[src/rtl/pwm_ramp_ctrl.sv]
// PWM duty ramp sequencer: moves duty_o one LSB toward a host target every
// (rate+1) PWM periods, with updates aligned to period_tick.
module pwm_ramp_ctrl #(
    parameter int WIDTH  = 8,
    parameter int RATE_W = 4
) (
    input  logic              clk,
    input  logic              rst_n,
    input  logic              en,
    input  logic              period_tick,
    input  logic              cfg_valid,
    output logic              cfg_ready,
    input  logic [WIDTH-1:0]  cfg_target,
    input  logic [RATE_W-1:0] cfg_rate,
    output logic [WIDTH-1:0]  duty_o,
    output logic              duty_upd,
    output logic              busy,
    output logic              done
);

    // state | meaning
    // IDLE  | disabled, duty forced to 0, no config accepted
    // HOLD  | duty static at target, waiting for a new config
    // UP    | ramping duty up one LSB per (rate+1) period ticks
    // DOWN  | ramping duty down one LSB per (rate+1) period ticks
    typedef enum logic [1:0] {IDLE, HOLD, UP, DOWN} state_t;

    state_t              state, state_n;
    logic [WIDTH-1:0]    target, target_n;
    logic [RATE_W-1:0]   rate, rate_n;
    logic [RATE_W-1:0]   step_cnt, step_cnt_n;
    logic [WIDTH-1:0]    duty_n;
    logic [WIDTH-1:0]    duty_step;
    logic                upd_n, done_n;
    logic                accept;

    assign cfg_ready = (state != IDLE);
    assign busy      = (state == UP) || (state == DOWN);
    // A config offered while en is dropping is discarded along with the ramp.
    assign accept    = cfg_valid && cfg_ready && en;
    assign duty_step = (state == UP) ? duty_o + 1'b1 : duty_o - 1'b1;

    always_ff @(posedge clk or negedge rst_n) begin
        if (!rst_n) begin
            state    <= IDLE;
            duty_o   <= '0;
            target   <= '0;
            rate     <= '0;
            step_cnt <= '0;
            duty_upd <= 1'b0;
            done     <= 1'b0;
        end else begin
            state    <= state_n;
            duty_o   <= duty_n;
            target   <= target_n;
            rate     <= rate_n;
            step_cnt <= step_cnt_n;
            duty_upd <= upd_n;
            done     <= done_n;
        end
    end

    always_comb begin
        state_n    = state;
        duty_n     = duty_o;
        target_n   = target;
        rate_n     = rate;
        step_cnt_n = step_cnt;
        upd_n      = 1'b0;
        done_n     = 1'b0;

        if (!en) begin
            state_n    = IDLE;
            duty_n     = '0;
            target_n   = '0;
            step_cnt_n = '0;
        end else if (state == IDLE) begin
            state_n    = HOLD;
            duty_n     = '0;
            step_cnt_n = '0;
        end else if (accept) begin
            // Accept wins over a coincident step; direction from present duty.
            target_n   = cfg_target;
            rate_n     = cfg_rate;
            step_cnt_n = '0;
            if (cfg_target > duty_o) begin
                state_n = UP;
            end else if (cfg_target < duty_o) begin
                state_n = DOWN;
            end else begin
                state_n = HOLD;
                done_n  = 1'b1;
            end
        end else if (busy && period_tick) begin
            if (step_cnt != rate) begin
                step_cnt_n = step_cnt + 1'b1;
            end else begin
                step_cnt_n = '0;
                duty_n     = duty_step;
                upd_n      = 1'b1;
                if (duty_step == target) begin
                    state_n = HOLD;
                    done_n  = 1'b1;
                end
            end
        end else if (!busy) begin
            step_cnt_n = '0;
        end
    end

endmodule

[config.mk]
export PLATFORM = sky130hd
export DESIGN_NAME = pwm_ramp_ctrl
export DESIGN_NICKNAME = d
export VERILOG_FILES = /design/src/rtl/pwm_ramp_ctrl.sv
export SDC_FILE = /design/constraint.sdc
export NUM_CORES = 1
export LEC_CHECK = 0
export CAP_MARGIN = 20
export CORE_UTILIZATION = 51
export CTS_BUF_LIST = sky130_fd_sc_hd__clkbuf_2
export CTS_CLUSTER_DIAMETER = 120
export DETAILED_ROUTE_END_ITERATION = 8
export GPL_TIMING_DRIVEN = 0
export PLACE_DENSITY = 0.76
export SYNTH_ARGS = -nofsm -noshare
export SYNTH_HDL_FRONTEND = slang
export SYNTH_SLANG_ARGS = --single-unit
[constraint.sdc]
create_clock -name clk -period 2.28 [get_ports clk]
set_clock_uncertainty 0.05 [all_clocks]
set_input_delay 0.456 -clock clk [delete_from_list [all_inputs] [get_ports clk]]
set_output_delay 0.456 -clock clk [all_outputs]
set_load 0.1 [all_outputs]
==> results.cfg <==
[status]
status = finished with violations
violations = negative setup slack

[finish]
finalNetCount = 274
final_cell_area_sq_um = 2551
n_antenna_cell = 0
instances_no_fill = 288
final_cell_mix = 20 x dfrtp_1, 19 x nor2_1, 15 x clkdlybuf4s50_1, 14 x xnor2_1, 13 x inv_1
syn2layout_area_growth_pct = 29.13
final_core_util_pct = 69.17
final_layout_size_suffix_gt1_share_pct = 24.17
layout_commonest_cell = dfrtp_1

[power]
p_int_w = 0.0008509
powerDensity_nw_per_um2 = 488.5
ir_drop_uv = 299.8
combPwrFrac_pct = 29.6
power.leakage_nw = 1.087
switchingPower_w = 0.0003953
power_frac_seq_pct = 44.8
switching_share_pct = 31.72
pwr-share-clk_pct = 25.5

[job]
maxCapViolCount = 0

[worst_setup_path]
path_class = reg2reg
cp.required_ns = 2.54
cp_slowest_stage_delay_ns = 0.49
cp.arrival_ns = 2.78
start_kind = flip-flop
path_max_fanout = 7
endpoint_kind = flip-flop
cpMaxStageDelayCell = dfrtp_2
crit_chain = nand2b_4 -> inv_2 -> fa_2 -> and2b_4 -> o221ai_4 -> mux2i_1 -> nor4bb_4 -> and4_1 -> o211ai_1

[sta]
rsz0062_at_grt = yes
setup_slack_ns = -0.2399
finalMaxSlewViolations = 0
slew_headroom_pct = 36.87
period_share_pct = 110.5
finalHoldViolations = 0
worst_pin_slew_ns = 0.9507
fmaxAchievable_ghz = 0.3968
finalSetupTns_ns = -0.6679
setup_viol = 4
fin_hold_ws_ns = 0.3499
finalCriticalPeriod_ns = 2.520

[die]
ios = 29
die_y_um = 64.24
initial_core_util_pct = 53.56
die_x_um = 64.24
dieArea_sq_um = 4127
coreArea_sq_um = 3689
rows = 22

[logic_synthesis]
synth_compound_area_share_pct = 17.04
syn_inst = 204
synthXorXnorAreaFrac_pct = 8.676
synth_cell_types = 56
synth_flop_cell = dfrtp_1
synth_top_area_cell = dfrtp_1
synth_area_per_cell_sq_um = 9.685
synth_nets = 237
synth_area_sq_um = 1976
synth_edf_count = 0
synthAdderAreaFrac_pct = 10.51
synth-simple-area-share_pct = 16.66
synth.ff_latch_count = 28
synth_area_leaders = dfrtp_1 35%, ha_1 9.5%, xnor2_1 7.1%
synth_top_family_by_area = compound AO/OA/AOI/OAI gates
synth_warnings = 0
ys_seq_area_share_pct = 35.47
synth.top_cell.area_share_pct = 35.47
synth_mux_area_share_pct = 6.460
ys_async_sr_fraction_pct = 100.0

[global_route]
grt_pass1_vias = 1591
grt_usage_pct = 23.60
grt_first_pass_wirelength_mm = 7.465
antenna_found_initial = 0
overflow = 0
grt_max_degree = 19

[detailed_routing]
wire_per_inst_um = 15.70
vias_per_cell = 5.774
first_pass_iters = 4
drc = 0
vias = 1663
wl_mm = 4.523
final_antenna_net_count = 0
drt_iter0_markers = 143

[clock_tree]
holdBufCountCts = 0
worstSkewPairLatency_ns = 0.40
cts.sinks = 28
h-tree-depth = 1
cts_inserted_buffers = 3
clock_path_buffers = 2
cts-root-buf = clkbuf_2
clkTransAtPathRegs_ns = 0.29
cts_tree = done

[place]
place_congestion = 0.8389
place_area_sq_um = 2391
dp_cells = 280
dp.final_hpwl_mm = 3.282
portBuffers = 27

[min_path]
min_path_type = in2async
cells in the mapped netlist (all sizes together), types with 2 or more instances:
cell type   n
a211oi      2
a21boi      3
a21o        5
a21oi       6
a22o        8
buf         3
clkbuf      5
dfrtp      28
ha         15
inv        16
mux2        6
mux2i       6
nand2      10
nand2b      2
nand3       8
nand4       3
nor2       20
nor3        3
nor4        2
o21ai       8
o221ai      2
o31ai       2
or2         2
or3         2
xnor2      16
layout make-up:
class | count | area [sq um]
fillers | 292 | 1137
clock buffers | 3 | 15.01
well taps | 48 | 60.06
inverters | 16 | 60.06
flip-flops and latches | 28 | 723.2
plain buffers | 5 | 22.52
multi-input cells | 152 | 1299
repair buffers | 35 | 341.6
clock inverters | 1 | 30.03
what timing repair did:
item	CTS	global route
setup endpoints to repair	16	9
resized for setup	28	17
cloned	0	0
buffers inserted	5	2
pin swaps	6	7
cell families after synthesis:
kind of cell             Yosys count
buffers and inverters             24
AND/OR/NAND/NOR                   62
XOR/XNOR                          18
flip-flops                        28
adder cells (fa/ha/maj)           16
multiplexers                      12
AO/OA/AOI/OAI                     44
final timing paths:
path,cells past startpoint,endpoint,slack (ns),start
max in group asynchronous,2,duty_o[7]$_DFFE_PN0P_,1.31,rst_n
setup / recovery,9,state[1]$_DFFE_PN0P_,-0.24,state[1]$_DFFE_PN0P_
setup reg to reg,9,state[1]$_DFFE_PN0P_,-0.24,state[1]$_DFFE_PN0P_
hold reg to reg,1,target[1]$_DFFE_PN0P_,0.52,target[1]$_DFFE_PN0P_
min in group clk,2,duty_upd$_DFF_PN0_,0.40,cfg_valid
hold / removal,1,duty_o[5]$_DFFE_PN0P_,0.35,rst_n
critical path: cells and delay by family (launching register included):
| family | cells | cell delay (ns) |
|---|---|---|
| AO/OA/AOI/OAI | 2 | 0.24 |
| buffers and inverters | 1 | 0.06 |
| AND/OR/NAND/NOR | 4 | 1.01 |
| flip-flops | 1 | 0.49 |
| multiplexers | 1 | 0.22 |
| adder cells (fa/ha/maj) | 1 | 0.35 |
power groups by stage:
stage	clock (W)	combinational, W	sequential, W
2_1_floorplan	0	0.000227	0.000573
3_3_place_gp	0	0.000327	0.000567
3_5_place_dp	0	0.000337	0.000568
4_1_cts	0.000319	0.000354	0.000558
5_1_grt	0.000332	0.000399	0.000564
6_report	0.000318	0.000369	0.000559
flip-flops by register name, summed over array words and instances (netlist names):
signal / cells
rate: 4
duty_o: 8
step_cnt: 4
done: 1
target: 8
duty_upd: 1
state: 2
stage by stage:
step | setup slack [ns] | total power (W)
global placement | -0.2939 | 0.0008936
floorplan | -0.1527 | 0.0008009
CTS | -0.2413 | 0.001231
detailed placement | -0.3228 | 0.0009042
finish | -0.2399 | 0.001246
global route | -0.3456 | 0.001295
metal layers:
metal	up-vias	global-route usage (%)	part of all wire (%)
met5	-	0	0
met4	0	7.500	1.4
met3	7	3.214	5.5
met2	59	38.68	47
met1	797	31.95	46
li1	800	-	-
Note: power is estimated with default switching activity, not from simulation.
